[src/rtl/pipeline_pkg.sv]
`default_nettype none
// ============================================================================
// pipeline_pkg : shared constants and fetch FSM encoding for the fetch stage
// Revision     : 1.0
// ============================================================================
package pipeline_pkg;

  localparam logic [31:0] DEFAULT_RESET_PC   = 32'h0000_0000;
  localparam logic [31:0] NOP_INST           = 32'h0000_0000;
  localparam int unsigned DEFAULT_FIFO_DEPTH = 2;

  typedef enum logic [1:0] {
    IDLE = 2'd0,
    REQ  = 2'd1,
    DROP = 2'd2
  } fetch_state_t;

endpackage
`default_nettype wire

[src/rtl/fetch_fifo.sv]
`default_nettype none
// ============================================================================
// fetch_fifo : prefetch FIFO of {pc,inst} entries with push/pop/flush
// Revision   : 1.0
// ============================================================================
module fetch_fifo #(
  parameter int unsigned DEPTH = 2,
  parameter int unsigned WIDTH = 64
) (
  input  logic                   clk,
  input  logic                   rst,
  input  logic                   push,
  input  logic                   pop,
  input  logic                   flush,
  input  logic [WIDTH-1:0]       wdata,
  output logic [WIDTH-1:0]       rdata,
  output logic [$clog2(DEPTH):0] count,
  output logic                   full,
  output logic                   empty
);

  localparam int unsigned AW = $clog2(DEPTH);

  logic [WIDTH-1:0] mem [DEPTH];
  logic [AW-1:0]    wptr;
  logic [AW-1:0]    rptr;
  logic [AW:0]      cnt;

  always_ff @(posedge clk or negedge rst) begin
    if (!rst) begin
      wptr <= '0;
      rptr <= '0;
      cnt  <= '0;
    end else if (flush) begin
      wptr <= '0;
      rptr <= '0;
      cnt  <= '0;
    end else begin
      if (push) wptr <= wptr + 1'b1;
      if (pop)  rptr <= rptr + 1'b1;
      case ({push, pop})
        2'b10:   cnt <= cnt + 1'b1;
        2'b01:   cnt <= cnt - 1'b1;
        default: cnt <= cnt;
      endcase
    end
  end

  // Storage needs no reset: occupancy is tracked solely by cnt.
  always_ff @(posedge clk) begin
    if (push && !flush) mem[wptr] <= wdata;
  end

  assign rdata = mem[rptr];
  assign count = cnt;
  assign full  = (cnt == (AW+1)'(DEPTH));
  assign empty = (cnt == '0);

  a_no_overflow:  assert property (@(posedge clk) disable iff (!rst) !(push && full && !pop));
  a_no_underflow: assert property (@(posedge clk) disable iff (!rst) !(pop && empty));

endmodule
`default_nettype wire

[src/rtl/inst_fetch.sv]
`default_nettype none
// ============================================================================
// inst_fetch : fetch PC, single-outstanding imem reads, prefetch FIFO, IF/ID reg
// Revision   : 1.0
// ============================================================================
module inst_fetch
  import pipeline_pkg::*;
#(
  parameter logic [31:0] RESET_PC   = DEFAULT_RESET_PC,
  parameter int unsigned FIFO_DEPTH = DEFAULT_FIFO_DEPTH
) (
  input  logic        clk,
  input  logic        rst,
  output logic        imem_req,
  output logic [31:0] imem_addr,
  input  logic        imem_ack,
  input  logic [31:0] imem_rdata,
  input  logic        pause,
  input  logic        redirect,
  input  logic [31:0] redirect_pc,
  output logic [31:0] inst_o,
  output logic [31:0] pc_o,
  output logic        valid_o
);

  localparam int unsigned CW = $clog2(FIFO_DEPTH) + 1;

  fetch_state_t  state;
  fetch_state_t  state_nxt;
  logic [31:0]   fpc;
  logic [31:0]   drop_addr;
  logic [31:0]   redirect_word;
  logic          push_ok;
  logic          pop_fire;
  logic          fifo_push;
  logic          fifo_pop;
  logic          fifo_empty;
  logic          unused_fifo_full;
  logic          unused_redirect_lsb;
  logic [CW-1:0] fifo_count;
  logic [63:0]   fifo_head;
  logic [63:0]   out_word;
  logic [CW:0]   free_slots;

  assign redirect_word       = {redirect_pc[31:2], 2'b00};
  assign unused_redirect_lsb = ^redirect_pc[1:0];

  assign push_ok  = (state == REQ) && imem_ack && !redirect;
  assign pop_fire = !redirect && !pause && (!fifo_empty || push_ok);
  // An arriving word that is consumed immediately bypasses the FIFO storage.
  assign fifo_push = push_ok && !(fifo_empty && pop_fire);
  assign fifo_pop  = pop_fire && !fifo_empty;
  assign out_word  = fifo_empty ? {fpc, imem_rdata} : fifo_head;

  assign free_slots = (CW+1)'(FIFO_DEPTH) - {1'b0, fifo_count} + {{CW{1'b0}}, pop_fire};

  fetch_fifo #(
    .DEPTH (FIFO_DEPTH),
    .WIDTH (64)
  ) u_fifo (
    .clk   (clk),
    .rst   (rst),
    .push  (fifo_push),
    .pop   (fifo_pop),
    .flush (redirect),
    .wdata ({fpc, imem_rdata}),
    .rdata (fifo_head),
    .count (fifo_count),
    .full  (unused_fifo_full),
    .empty (fifo_empty)
  );

  always_ff @(posedge clk or negedge rst) begin
    if (!rst) state <= IDLE;
    else      state <= state_nxt;
  end

  always_comb begin
    state_nxt = state;
    case (state)
      IDLE: begin
        if (!redirect && (free_slots != '0)) state_nxt = REQ;
      end
      REQ: begin
        if (redirect)      state_nxt = imem_ack ? IDLE : DROP;
        else if (imem_ack) state_nxt = (free_slots > (CW+1)'(1)) ? REQ : IDLE;
      end
      DROP: begin
        if (imem_ack) state_nxt = IDLE;
      end
      default: state_nxt = IDLE;
    endcase
  end

  always_comb begin
    imem_req  = 1'b0;
    imem_addr = fpc;
    case (state)
      REQ:  imem_req = 1'b1;
      DROP: begin
        imem_req  = 1'b1;
        imem_addr = drop_addr;
      end
      default: imem_req = 1'b0;
    endcase
  end

  // The abandoned request keeps its address on the bus until memory acks it.
  always_ff @(posedge clk or negedge rst) begin
    if (!rst) begin
      fpc       <= RESET_PC;
      drop_addr <= RESET_PC;
    end else begin
      if (redirect)     fpc <= redirect_word;
      else if (push_ok) fpc <= fpc + 32'd4;
      if ((state == REQ) && !imem_ack && redirect) drop_addr <= fpc;
    end
  end

  always_ff @(posedge clk or negedge rst) begin
    if (!rst) begin
      inst_o  <= NOP_INST;
      pc_o    <= 32'h0;
      valid_o <= 1'b0;
    end else if (redirect) begin
      valid_o <= 1'b0;
    end else if (!pause) begin
      if (pop_fire) begin
        pc_o    <= out_word[63:32];
        inst_o  <= out_word[31:0];
        valid_o <= 1'b1;
      end else begin
        inst_o  <= NOP_INST;
        valid_o <= 1'b0;
      end
    end
  end

endmodule
`default_nettype wire

[config.mk]
export PLATFORM = sky130hd
export DESIGN_NAME = inst_fetch
export DESIGN_NICKNAME = d
export VERILOG_FILES = /design/src/rtl/pipeline_pkg.sv /design/src/rtl/fetch_fifo.sv /design/src/rtl/inst_fetch.sv
export SDC_FILE = /design/constraint.sdc
export NUM_CORES = 1
export LEC_CHECK = 0
export ABC_CLOCK_PERIOD_IN_PS = 12300
export CORE_ASPECT_RATIO = 1.1
export CORE_UTILIZATION = 58
export DETAILED_ROUTE_END_ITERATION = 10
export PLACE_DENSITY = 0.92
export SLEW_MARGIN = 10
export SYNTH_ARGS = -nofsm -noshare
export SYNTH_HDL_FRONTEND = slang
export SYNTH_SLANG_ARGS = --single-unit
[constraint.sdc]
create_clock -name clk -period 12.3 [get_ports clk]
set_input_delay 2.46 -clock clk [delete_from_list [all_inputs] [get_ports clk]]
set_output_delay 2.46 -clock clk [all_outputs]
set_load 0.02 [all_outputs]
# After elaboration in Yosys (flattened, before gate mapping)
# Memories as Yosys holds them, arrays and structs flattened.
# Index checks and enable logic that the tools add are counted.
# Widths: inputs -> output; s select.
# totals
register_bits	135
mem_bits_rw	128
in_bits	69
word_cells	80
memories	1
# classes
add_sub_neg	7
order_cmp	1
eq_ne	8
muxes	24
n_bitwise	2
n_reduce_logical	28
# mem_list
name	depth	word_bits	rd	rd_ports_with_merged_regs	write_ports	line_no	source
u_fifo.mem	2	64	1	0	1	fetch_fifo.sv:24	logic [WIDTH-1:0] mem [DEPTH];
# op_table
operator	count
$mux 32	4
$mux 64	1
$add 32x3->32 const B	1
$mux 2	6
$logic_and 1x1->1	11
$mux 1	11
$pmux 2 s3	1
$reduce_and 3->1	2
$reduce_bool 2->1	3
$reduce_bool 3->1	2
$logic_not 1->1	5
$eq 2x1->1 const B	2
$eq 2x2->1 const B	2
$logic_not 2->1	2
$ne 2x2->1 const B	2
$pmux 2 s2	1
$add 3x1->3	1
$gt 3x1->1 const B	1
$ne 3x3->1 const B	1
$sub 2x2->3 const A	1
$add 1x1->1 const B	2
$add 2x1->2 const B	1
$ne 2x1->1 const B	1
$not 1->1	2
other kinds (4)	4

# Logic depth before layout (Yosys ltp)
# Gate-level depths: netlist of run 1.
# depth
depth_word	11
ltp_mapped	12
depth_no_buf	10

# Cells and area by module
# Synthesis of run 1 repeated with hierarchy kept, for this count alone.
# unflattened
cells_unflattened	809
area_unflattened_um2	11302.1
# by_module_without_submodules
module	n_inst	cells_each	area_per_inst_um2	seq_area_each_um2
inst_fetch	1	589	6263.5	3178.0
fetch_fifo	1	220	5038.6	3943.8

# Worst setup path before layout of run 1
# No wires, ideal clock.
# synth_timing
path_kind	input-to-reg
from	input imem_ack
to	memory u_fifo.mem[1][0], enable pin
setup_time_ns	0.571
t_arrival_ns	7.571
path_slack_ns	4.158
path_stages	4
path_buffers	1
path_cell_list	and2_1 > clkbuf_1 > o21ai_0 > nor3b_1
# synth_via
elab_chain_len	10
# synth_lines
element	line_no	source
start, declared	inst_fetch.sv:16	input logic imem_ack,
$logic_and 1x1->1 (*) (2 in a row)	inst_fetch.sv:48	assign push_ok = (state == REQ) && imem_ack && !redirect;
$logic_or 1x1->1	inst_fetch.sv:49	assign pop_fire = !redirect && !pause && (!fifo_empty || push_ok);
$logic_and 1x1->1	inst_fetch.sv:49	
$logic_and 1x1->1	inst_fetch.sv:51	assign fifo_push = push_ok && !(fifo_empty && pop_fire);
$logic_not 1->1	inst_fetch.sv:51	
$logic_and 1x1->1 (*)	inst_fetch.sv:51	
$logic_and 1x1->1 (*)	fetch_fifo.sv:51	if (push && !flush) mem[wptr] <= wdata;
$mux 1 (*)	fetch_fifo.sv:51	
$mux 1 (not written as such) (*)	fetch_fifo.sv:51	
end, declared	fetch_fifo.sv:24	
# Every way passes the cells marked *; elsewhere a longest branch is shown, timed or not.

# Worst setup path in the final report of run 1
# layout_timing
from	register state[0]
to	output imem_addr[31]
# layout_via
elab_chain_len	2
# layout_lines
element	line_no	source
start, declared	inst_fetch.sv:28	fetch_state_t state;
start signal, assigned	inst_fetch.sv:75	else state <= state_nxt;
$eq 2x2->1	inst_fetch.sv:98	case (state)
$mux 32	inst_fetch.sv:98	
end, declared	inst_fetch.sv:15	output logic [31:0] imem_addr,
# No other way between the ends.

==> results.cfg, run 1 <==
[run_status]
outcome = finished, final reports clean

[sta]
post-route-min-period_ns = 5.23
final_max_slew_viol_count = 0
report.final.hold_viol_count = 0
post-route-period-util = 0.425
timing.slew.headroom = 0.210
setup_viol = 0
max_slew.worst_pin.slew_ns = 1.19
setup_total_negative_slack_ns = 0
achievable-frequency_mhz = 191
timing.clock.skew_ns = 0.0114
rsz0062_at_grt = false

[global_routing]
gr-total-overflow = 0
gr_peak_layer = met2
grt_util_met1 = 0.329
grtUsageMet2 = 0.455
antenna_found_initial = 0
globalRouteMet3Util = 0.0412
global_route_wire_length_before_repair_microns = 40000
maximum_number_of_pins_on_one_net_before_global_route_repair = 67
grt_usage = 0.263
first_global_vias = 7800

[synthesis]
postSynthCellCount = 905
synth_sequential_area_ratio = 0.643
synth_area_per_cell_sq_um = 11.9
synthDominantAreaCellType = sky130_fd_sc_hd__edfxtp_1
post_synth_num_cell_types = 45
synth_area_leaders = sky130_fd_sc_hd__edfxtp_1 (34%), sky130_fd_sc_hd__dfrtp_1 (30%), sky130_fd_sc_hd__mux2i_1 (5.9%)
synth_flop_cell = sky130_fd_sc_hd__dfrtp_1
yosysTopAreaCellShare = 0.345
yosys_register_bits = 253
synth_cell_area_sq_um = 10800
async_flop_share = 0.510
ys.warnings.count = 0
post_synth_edffs = 124

[critical_path]
cp_data_required_time_ns = 9.84
critPathMaxFanout = 37
category_of_the_most_critical_setup_path = flip-flop to output pin
cp_data_arrival_time_ns = 2.77
timing.critical_path.to_type = output pin
timing.critical_path.from_type = flip-flop

[power_and_ir_drop]
power_leakage_uw = 0.00491
vdd_ir_drop_max_mv = 0.110
powerDensity_nw_per_um2 = 204

[detailed_routing]
finalWirelength_microns = 24800
vias_per_cell = 5.86
drt-initial-drc-count = 462
detailroute.via_count = 7634
routedWlPerCell_microns = 19.1
antenna_violation_net_count_after_detailed_routing = 0
route.detailed.drc = 0
drt_first_pass_iters = 5

[final_layout]
total_area_of_multi_input_combinational_cells_sq_um = 3590
layout.area.seq_sq_um = 6960
layout.cell_area.non_filler_sq_um = 13400
syn2layout_area_growth_pct = 24.4
antenna_cells_inserted = 0
nFillCells = 1226
highest_count_cells_in_the_layout_ignoring_fill_and_taps = sky130_fd_sc_hd__clkdlybuf4s50_1 (159), sky130_fd_sc_hd__dfrtp_1 (128), sky130_fd_sc_hd__edfxtp_1 (124)
total_number_of_nets_in_the_final_design = 1114
post_route_cells_drive_above_1_share = 0.105
layout_commonest_cell = sky130_fd_sc_hd__clkdlybuf4s50_1

[clocking]
clock_tree.buffer_depth = 3
clock_insertion_delay_worst_skew_ns = 0.51
cts_tree = built
cts.repair_timing.setup_buffer_count = 0
cts-buffers-inserted = 26
tritoncts_num_sinks = 253
postCtsHoldBufs = 0
post_cts_resized = 0
clkTransAtPathRegs_ns = 0.06
cts-root-buf = sky130_fd_sc_hd__clkbuf_16
htree_levels = 1

[placement]
detailed_place.area_sq_um = 12600
gp_routability_congestion = 0.802
dp_hpwl_microns = 14500
port_buffers = 160

[die]
start_util = 0.589
die_height_microns = 145
core_footprint_sq_um = 18300
die_x_microns = 132
number_of_standard_cell_rows_in_the_floorplan = 52
die_area_sq_um = 19200
floorplan.io_pins = 167

[job]
cap_viol_max_count = 0

[min_path]
min_path_type = flip-flop to flip-flop
[layout make-up]
type,count,share of cell area
Multi-Input combinational cell,579,0.267
Inverter,10,0.00279
Tap cell,243,0.0226
Timing Repair Buffer,169,0.124
Clock buffer,42,0.0589
Clock inverter,6,0.00670
Sequential cell,253,0.517
[power breakdown]
group          switching, uW  internal [uW]
clock network            317            483
registers                118           1050
logic                    414            354
[layer usage]
metal / vias to the layer above / routed length [microns]
met5: - / 0
met4: 0 / 708
met3: 65 / 1480
met2: 304 / 12900
met1: 3751 / 9740
li1: 3514 / -
[flip-flops by register name, summed over array words and instances (netlist names)]
signal	cells
u_fifo.mem	124
inst_o	32
drop_addr	30
fpc	30
pc_o	30
state	2
u_fifo.count	2
u_fifo.rptr	1
u_fifo.wptr	1
valid_o	1
[synthesized netlist by cell type (5+ instances only)]
library cell	count
sky130_fd_sc_hd__inv_1	10
sky130_fd_sc_hd__or3_1	6
sky130_fd_sc_hd__nor3_1	5
sky130_fd_sc_hd__nand4_1	9
sky130_fd_sc_hd__o21ai_0	63
sky130_fd_sc_hd__or4_1	15
sky130_fd_sc_hd__o31ai_1	11
sky130_fd_sc_hd__mux2_2	48
sky130_fd_sc_hd__nand3_1	9
sky130_fd_sc_hd__a21oi_1	100
sky130_fd_sc_hd__a31oi_1	15
sky130_fd_sc_hd__buf_1	9
sky130_fd_sc_hd__buf_2	8
sky130_fd_sc_hd__edfxtp_1	124
sky130_fd_sc_hd__ha_1	6
sky130_fd_sc_hd__clkbuf_1	42
sky130_fd_sc_hd__xnor2_1	9
sky130_fd_sc_hd__nand2_1	66
sky130_fd_sc_hd__nor2_1	116
sky130_fd_sc_hd__mux2i_1	64
sky130_fd_sc_hd__dfrtp_1	129
[through the flow]
step,power (uW),hold WS [ns],util,cells,setup slack [ns]
floorplan,1610,0.437,-,908,4.16
global placement,1910,0.463,0.685,1254,7.26
detailed placement,1950,0.470,0.685,1254,7.19
CTS,2760,0.483,0.733,1302,7.04
global route,2870,0.518,0.733,1302,6.96
finish,2740,0.482,0.733,1302,7.07
[kinds of logic (layout without fill, tap and decap cells)]
group,after synthesis,after routing,synth area share
and+or+nand+nor,247,247,0.103
xor gates and xnor gates,13,13,0.0105
adders and majority gates,6,6,0.00695
DFF,253,253,0.643
other,1,4,0.000347
AOI/OAI and AO/OA,197,197,0.0979
muxes,112,112,0.109
buffers and inverters,76,227,0.0291
[critical path, stage by stage, from the launching register on]
cell,delay (ns)
sky130_fd_sc_hd__dfrtp_1,0.40
sky130_fd_sc_hd__inv_1,0.09
sky130_fd_sc_hd__ha_2,0.77
sky130_fd_sc_hd__mux2_2,0.45
sky130_fd_sc_hd__clkdlybuf4s50_1,0.55
[worst paths after layout]
path                       startpoint                 to  slack, ns  cells after the start
max                          state[0]      imem_addr[31]       7.07                      4
min                          pc_o[31]           pc_o[31]       0.48                      2
max reg2reg                  state[1]  u_fifo.mem[1][57]       9.51                      6
min reg2reg                  pc_o[31]           pc_o[31]       0.48                      2
max in group asynchronous         rst        u_fifo.rptr       8.98                      2
min in group asynchronous         rst      drop_addr[22]       1.91                      1
Note: power is estimated with default switching activity, not from simulation.
==> run 2: changes to the inputs <==
--- a/config.mk
+++ b/config.mk
@@ -5,11 +5,11 @@
 export SDC_FILE = /design/constraint.sdc
 export NUM_CORES = 1
 export LEC_CHECK = 0
-export ABC_CLOCK_PERIOD_IN_PS = 12300
+export ABC_CLOCK_PERIOD_IN_PS = 4450
 export CORE_ASPECT_RATIO = 1.1
-export CORE_UTILIZATION = 58
+export CORE_UTILIZATION = 49
 export DETAILED_ROUTE_END_ITERATION = 10
-export PLACE_DENSITY = 0.92
+export PLACE_DENSITY = 0.84
 export SLEW_MARGIN = 10
 export SYNTH_ARGS = -nofsm -noshare
 export SYNTH_HDL_FRONTEND = slang
==> constraint.sdc (replaced) <==
create_clock -name clk -period 4.45 [get_ports clk]
set_input_delay 0.89 -clock clk [delete_from_list [all_inputs] [get_ports clk]]
set_output_delay 0.89 -clock clk [all_outputs]
set_load 0.02 [all_outputs]
==> run 2 against run 1 <==
  * Cell count up 3.8%
  * Register-to-register slack got worse by 7.8 ns
  * Via count fell by 2.0%
  * Clock skew grew 0.0026 ns
==> results.cfg, run 2 (synthesized netlist as in run 1, its figures left out) <==
[run_status]
outcome = finished, final reports clean

[sta]
timing.slew.headroom = 0.257
finalWorstSetupSlack_ns = 0.762
post-route-min-period_ns = 3.69
final_max_slew_viol_count = 0
setup_total_negative_slack_ns = 0
rsz0062_at_grt = false
report.final.hold_viol_count = 0
achievable-frequency_mhz = 271
post-route-period-util = 0.829
timing.clock.skew_ns = 0.0139
max_slew.worst_pin.slew_ns = 1.11
setup_viol = 0

[clocking]
cts_tree = built
cts.repair_timing.setup_buffer_count = 0
postCtsHoldBufs = 0
clock_tree.buffer_depth = 3
htree_levels = 1
cts-buffers-inserted = 26
clkTransAtPathRegs_ns = 0.06
clock_insertion_delay_worst_skew_ns = 0.52
post_cts_resized = 0
tritoncts_num_sinks = 253
cts-root-buf = sky130_fd_sc_hd__clkbuf_16

[critical_path]
timing.critical_path.buf_inv = 2
category_of_the_most_critical_setup_path = flip-flop to output pin
timing.critical_path.to_type = output pin
critPathMaxFanout = 37
cp_data_arrival_time_ns = 2.80
critical-path-max-stage-delay_ns = 0.79
crit_path_cell_trace = inv_1, ha_2, mux2_2, clkdlybuf4s50_1
crit_path_top_delay_cell = sky130_fd_sc_hd__ha_2
cp_data_required_time_ns = 3.56
timing.critical_path.from_type = flip-flop
crit_family = adder cells

[power_and_ir_drop]
vdd_ir_drop_max_mv = 0.312
powerDensity_nw_per_um2 = 552
power_leakage_uw = 0.00493

[final_layout]
largest_register_ffs = 124
finalCoreUtilization = 0.628
antenna_cells_inserted = 0
syn2layout_area_growth_pct = 25.0
largest_registers = u_fifo.mem (124), inst_o (32)
top_register = u_fifo.mem
post_route_cells_drive_above_1_share = 0.109
layout_commonest_cell = sky130_fd_sc_hd__clkdlybuf4s50_1
total_number_of_nets_in_the_final_design = 1117
highest_count_cells_in_the_layout_ignoring_fill_and_taps = sky130_fd_sc_hd__clkdlybuf4s50_1 (158), sky130_fd_sc_hd__dfrtp_1 (128), sky130_fd_sc_hd__edfxtp_1 (124)

[detailed_routing]
detailroute.via_count = 7478
vias_per_cell = 5.53
drt_first_pass_iters = 5
route.detailed.drc = 0
antenna_violation_net_count_after_detailed_routing = 0
routedWlPerCell_microns = 17.8
drt-initial-drc-count = 361
finalWirelength_microns = 24100

[die]
floorplan.io_pins = 167
number_of_standard_cell_rows_in_the_floorplan = 56
die_height_microns = 158
core_footprint_sq_um = 21500
die_x_microns = 144
start_util = 0.502
die_area_sq_um = 22700

[global_routing]
grt_usage = 0.214
maximum_number_of_pins_on_one_net_before_global_route_repair = 73
antenna_found_initial = 0
first_global_vias = 7238
global_route_wire_length_before_repair_microns = 37600
gr-total-overflow = 0

[placement]
place_worst_setup_slack_ns = 1.06
port_buffers = 160
dp_hpwl_microns = 14900
gp_routability_congestion = 0.771

[job]
cap_viol_max_count = 0

[min_path]
min_path_type = input port to asynchronous set/reset pin
-- run 2: cell count changes in the layout (fill, tap and decap cells not counted), sizes merged --
cell	previous run	this run
inv	11	10
clkinvlp	0	1
clkdlybuf4s50	159	158
clkbuf	42	31
clkinv	3	14
buf	10	14
-- run 2: cell type report --
type / instances / area, sq um
fillers: 1660 / 8000
inverters: 10 / 37.5
multi-input cells: 579 / 3610
clock buffers: 31 / 711
flip-flops and latches: 253 / 6960
repair buffers: 172 / 1700
well taps: 290 / 363
clock inverters: 17 / 134
-- run 2: layer usage --
| layer | vias up | global-route usage | share of wire |
|---|---|---|---|
| li1 | 3528 | - | - |
| met1 | 3696 | 0.279 | 0.42 |
| met2 | 215 | 0.380 | 0.51 |
| met3 | 39 | 0.0254 | 0.052 |
| met4 | 0 | 0.0537 | 0.018 |
| met5 | - | 0 | 0 |
-- run 2: stage by stage --
| stage | cell area, sq um | power [uW] | hold WS [ns] | cells |
|---|---|---|---|---|
| 3_5_place_dp | 12700 | 5390 | 0.472 | 1304 |
| 6_report | 13500 | 7450 | 0.413 | 1352 |
| 2_1_floorplan | 10800 | 4440 | 0.437 | 908 |
| 5_1_grt | 13500 | 7830 | 0.463 | 1352 |
| 3_3_place_gp | 12700 | 5310 | 0.463 | 1304 |
| 4_1_cts | 13500 | 7520 | 0.429 | 1352 |
-- run 2: final timing paths --
path                            depth (start not counted)  slack, ns             to     start
worst min register to register                          2       0.48       pc_o[24]  pc_o[24]
min in group clk                                        2       0.48       pc_o[24]  pc_o[24]
worst max register to register                          5       1.74        fpc[24]    fpc[2]
worst max-delay path                                    4       0.76  imem_addr[30]  state[0]
worst min-delay path                                    1       0.41  drop_addr[14]       rst
max in group asynchronous                               2       3.14     inst_o[16]       rst
-- run 2: report_power, final --
group          switching [uW]  leakage, uW  internal [uW]
registers                 301      0.00267           2910
logic                    1140      0.00184            987
clock network             866     0.000419           1250
==> run 3: changes to the inputs <==
--- a/config.mk
+++ b/config.mk
@@ -5,7 +5,7 @@
 export SDC_FILE = /design/constraint.sdc
 export NUM_CORES = 1
 export LEC_CHECK = 0
-export ABC_CLOCK_PERIOD_IN_PS = 4450
+export ABC_CLOCK_PERIOD_IN_PS = 3250
 export CORE_ASPECT_RATIO = 1.1
 export CORE_UTILIZATION = 49
 export DETAILED_ROUTE_END_ITERATION = 10
==> constraint.sdc (replaced) <==
create_clock -name clk -period 3.25 [get_ports clk]
set_input_delay 0.65 -clock clk [delete_from_list [all_inputs] [get_ports clk]]
set_output_delay 0.65 -clock clk [all_outputs]
set_load 0.02 [all_outputs]
==> run 3 against run 2 <==
  * Via count grew 0.21%
  * Sequential cell count is the same
  * Worst setup slack lost 0.61 ns
  * Critical path type unchanged
==> results.cfg, run 3 (synthesized netlist as in run 1, its figures left out) <==
[global_routing]
grt_usage = 0.210
antenna_found_initial = 0
maximum_number_of_pins_on_one_net_before_global_route_repair = 65
global_route_wire_length_before_repair_microns = 37100
first_global_vias = 7265
gr-total-overflow = 0

[placement]
dp.cells = 1310
port_buffers = 160
detailed_place.area_sq_um = 12800
dp_hpwl_microns = 14900
place_worst_setup_slack_ns = 0.332
gp_routability_congestion = 0.763

[clocking]
clock_tree.buffer_depth = 3
clkTransAtPathRegs_ns = 0.06
tritoncts_num_sinks = 253
clock_insertion_delay_worst_skew_ns = 0.52
postCtsHoldBufs = 0
cts_tree = built
cts-buffers-inserted = 26
htree_levels = 1
cts-root-buf = sky130_fd_sc_hd__clkbuf_16

[detailed_routing]
detailroute.via_count = 7494
antenna_violation_net_count_after_detailed_routing = 0
finalWirelength_microns = 23900
drt_first_pass_iters = 5
vias_per_cell = 5.52
routedWlPerCell_microns = 17.6
drt-initial-drc-count = 408
route.detailed.drc = 0

[die]
die_area_sq_um = 22700
number_of_standard_cell_rows_in_the_floorplan = 56
start_util = 0.502
core_footprint_sq_um = 21500
floorplan.io_pins = 167
die_height_microns = 158
die_x_microns = 144

[sta]
final_max_slew_viol_count = 0
max_slew.worst_pin.slew_ns = 0.898
setup_total_negative_slack_ns = 0
setup_viol = 0
timing.slew.headroom = 0.401
finalWorstSetupSlack_ns = 0.149
timing.clock.skew_ns = 0.00723
post-route-min-period_ns = 3.10
achievable-frequency_mhz = 322
rsz0062_at_grt = false
post-route-period-util = 0.954
report.final.hold_viol_count = 0

[min_path]
min_path_type = input port to asynchronous set/reset pin

[critical_path]
timing.critical_path.to_type = output pin
r2r.worst_path.cells = 7
critical_path.reg2reg.endpoint = fpc[23]
timing.critical_path.from_type = flip-flop
r2r-start = state[1]
critPathMaxFanout = 26
setup.reg_to_reg.worst_slack_ns = 0.72
cp_data_required_time_ns = 2.60
category_of_the_most_critical_setup_path = flip-flop to output pin
cp_data_arrival_time_ns = 2.45

[final_layout]
largest_register_ffs = 124
post_route_cells_drive_above_1_share = 0.114
layout.cell_area.non_filler_sq_um = 13600
antenna_cells_inserted = 0
layout.area.seq_sq_um = 6960
top_register = u_fifo.mem
nFillCells = 1613
syn2layout_area_growth_pct = 25.8
highest_count_cells_in_the_layout_ignoring_fill_and_taps = sky130_fd_sc_hd__clkdlybuf4s50_1 (158), sky130_fd_sc_hd__dfrtp_1 (128), sky130_fd_sc_hd__edfxtp_1 (124)
total_area_of_multi_input_combinational_cells_sq_um = 3620
layout_commonest_cell = sky130_fd_sc_hd__clkdlybuf4s50_1
total_number_of_nets_in_the_final_design = 1123
largest_registers = u_fifo.mem (124), inst_o (32)
finalNonFillerCells = 1357

[power_and_ir_drop]
power_leakage_uw = 0.00496
vdd_ir_drop_max_mv = 0.403
finalPower_uw = 10200
powerDensity_nw_per_um2 = 750

[run_status]
outcome = finished, final reports clean

[job]
cap_viol_max_count = 0
[run 3: how the worst max path moves through the flow]
stage | endpoint | startpoint | slack [ns] | depth (start not counted)
final | imem_addr[2] | state[0] | 0.15 | 5
after global placement | fpc[27] | imem_ack | 0.36 | 6
after CTS | imem_addr[4] | state[0] | 0.007 | 5
after detailed placement | fpc[23] | imem_ack | 0.33 | 6
after global routing | imem_addr[2] | state[0] | 0.06 | 5
after floorplan | u_fifo.mem[1][0] | redirect | 0.07 | 3
[run 3: power breakdown]
group,leakage (uW),internal (uW),switching (uW)
clock network,0.000407,1660,1180
registers,0.00267,3990,400
logic,0.00189,1380,1580
[run 3: metrics by stage]
step,hold slack [ns],util
after floorplan,0.354,-
after global placement,0.463,0.593
after detailed placement,0.469,0.593
after CTS,0.0623,0.631
after global routing,0.0712,0.632
final,0.0660,0.632
[run 3: cell type report]
class / instances / area share
timing repair buffer: 178 / 0.132
multi-input combinational: 579 / 0.266
tap: 290 / 0.0267
clock buffer: 35 / 0.0541
sequential: 253 / 0.512
inverter: 10 / 0.00276
clock inverter: 12 / 0.00617
[run 3: critical path: stages, from the launching register on]
cell and delay [ns]:
sky130_fd_sc_hd__dfrtp_1 0.40, sky130_fd_sc_hd__inv_1 0.13, sky130_fd_sc_hd__ha_4 0.29, sky130_fd_sc_hd__buf_12 0.22, sky130_fd_sc_hd__mux2_2 0.36, sky130_fd_sc_hd__clkdlybuf4s50_1 0.54
[run 3: timing repair]
action / in CTS / in global routing
endpoints found under the hold margin: 0 / 0
setup buffers: 0 / 0
setup endpoints to repair: 0 / 17
resized for setup: 0 / 1
[run 3: per-layer routing]
layer | routed length, microns | global-route usage | up-vias
li1 | - | - | 3551
met5 | 0 | 0 | -
met1 | 10400 | 0.280 | 3674
met4 | 485 | 0.0603 | 0
met2 | 11700 | 0.356 | 227
met3 | 1280 | 0.0324 | 42
==> edit, RTL diff (flow settings as in run 2) <==
Make the reset (`rst`) synchronous in 4 clocked blocks.
--- a/src/rtl/fetch_fifo.sv
+++ b/src/rtl/fetch_fifo.sv
@@ -28,3 +28,3 @@
 
-  always_ff @(posedge clk or negedge rst) begin
+  always_ff @(posedge clk) begin
     if (!rst) begin
--- a/src/rtl/inst_fetch.sv
+++ b/src/rtl/inst_fetch.sv
@@ -72,3 +72,3 @@
 
-  always_ff @(posedge clk or negedge rst) begin
+  always_ff @(posedge clk) begin
     if (!rst) state <= IDLE;
@@ -108,3 +108,3 @@
   // The abandoned request keeps its address on the bus until memory acks it.
-  always_ff @(posedge clk or negedge rst) begin
+  always_ff @(posedge clk) begin
     if (!rst) begin
@@ -119,3 +119,3 @@
 
-  always_ff @(posedge clk or negedge rst) begin
+  always_ff @(posedge clk) begin
     if (!rst) begin
Function: differs if rst is asserted again (counterexample within 4 cycles, from zero or initial values and one cycle with rst low); with rst held inactive, the same outputs for 4 cycles.
==> edit against run 2 <==
- sequential cell count is 1 higher
- cell area is 0.67% lower
- critical path depth is 1 higher
- setup slack better by 0.062 ns
- wire length is 1.5% higher
- synthesized area is 0.37% lower
- non-clock buffer count is 2 higher
- critical path type unchanged
Power is not compared: it rests on default switching activity, and its combinational part moved more than twofold at a synthesized area within 25%.
==> edit: results <==
[status]
status = finished clean

[yosys]
synthFlopType = dfxtp_1
yosys.cell_types.count = 53
yosys-top-cells-count = 207 x nand2_1, 130 x dfxtp_1, 124 x edfxtp_1, 103 x a21oi_1, 63 x mux2i_1
postSynthCellCount = 1006
synth-seq-area-share_pct = 58.75
ys_async_sr_fraction_pct = 0
synth_area_leaders = edfxtp_1 35%, dfxtp_1 24%, nand2_1 7.2%, mux2i_1 5.9%, a21oi_1 4.8%

[placed_design]
dp_slack_ns = 0.6105
hpwlAfterDp_um = 15570
portBuffers = 160
place_inst = 1385
gp_congestion = 0.8157

[routing]
met2WireLength_um = 12070
drt-pass1-iter-count = 5
drt-total-wl_um = 24430
vias_per_cell = 5.560
met3_length_um = 1538
wl_met1_um = 10180
route.vias.total = 7967
drt-initial-drc-count = 468

[setup_path]
cp_top_family = buffers and inverters
reg2regPathDepth = 11
cp_slowest_cell = clkdlybuf4s50_1
reg2reg_from = state[1]
critical_path.max_stage_delay_ns = 0.55
cp_max_fo = 27
cp.arrival_ns = 2.74
crit_start = state[0]

[sta]
relSlewSlack_pct = 26.51
clock_skew_ns = 0.02355

[global_routing]
grt_pass1_vias = 7621
grt_max_degree = 84
grt_first_pass_wirelength_um = 39050
grt_usage_pct = 21.86

[min_path]
min_path_cells = 2
holdCritStartpoint = inst_o[7]
min_path_type = flip-flop to flip-flop

[cts]
post_cts_buffers = 0

[pwr]
p_leak_nw = 4.155

[cells_and_area]
drive_above_1_share_pct = 9.011
fin_nets = 1199
## edit: cell types whose count changed in the layout (fill, tap and decap cells not counted), sizes merged, moves of 9 or more
cell | before | now
o211ai | 0 | 62
a31oi | 15 | 2
and4 | 1 | 10
mux2 | 48 | 26
nor2 | 116 | 26
dfxtp | 0 | 130
a211oi | 0 | 12
or4 | 15 | 0
nor3 | 5 | 19
o21ai | 64 | 26
nor4 | 2 | 11
dfrtp | 129 | 0
nand2 | 66 | 207
o31ai | 11 | 0
## edit: layer usage
layer,up-vias,GRT usage (%)
met1,3769,27.73
met4,0,7.345
met3,56,3.316
met2,273,38.00
li1,3869,-
met5,-,0
## edit: kinds of logic (layout without fill, tap and decap cells)
family	Yosys count	after routing	share of synthesized area, %
AO/OA/AOI/OAI	224	224	12.89
XOR/XNOR	16	16	1.301
adder cells (fa/ha/maj)	7	7	0.8133
buffers and inverters	100	234	3.962
flip-flops	254	254	58.75
multiplexers	89	89	8.575
other	1	4	0.03483
AND/OR/NAND/NOR	315	315	13.68
## edit: worst paths after layout
| path | end | slack (ns) |
|---|---|---|
| worst max register to register | state[0] | 1.50 |
| worst min register to register | inst_o[7] | 0.45 |
| worst min-delay path | inst_o[7] | 0.45 |
| worst max-delay path | imem_addr[3] | 0.82 |
## edit: area by class of cell
class                      instances  area, µm²
inverter                          12      46.29
multi-input combinational        655       4050
sequential                       254       6330
tap                              290      362.8
clock inverter                    16      192.7
fill                            1713       8023
timing repair buffer             174       1732
clock buffer                      32      704.4
## edit: tightest hold or removal path: stages (launching register included)
cell	delay (ns)
dfxtp_1	0.31
nand2_1	0.05
a21oi_1	0.05
## edit: metrics by stage
step | instance area [µm²] | power [mW] | hold slack, ns
2_1_floorplan | 10780 | 2.803 | 0.4202
3_3_place_gp | 12520 | 2.976 | 0.4380
3_5_place_dp | 12520 | 2.987 | 0.4458
4_1_cts | 13420 | 5.237 | 0.4546
5_1_grt | 13420 | 5.372 | 0.4728
6_report | 13420 | 5.195 | 0.4518
## edit: report_power, final
group / internal [mW] / switching [mW] / total [mW]
sequential: 2.50 / 0.0677 / 2.57
clock: 1.36 / 0.895 / 2.26
combinational: 0.171 / 0.200 / 0.372
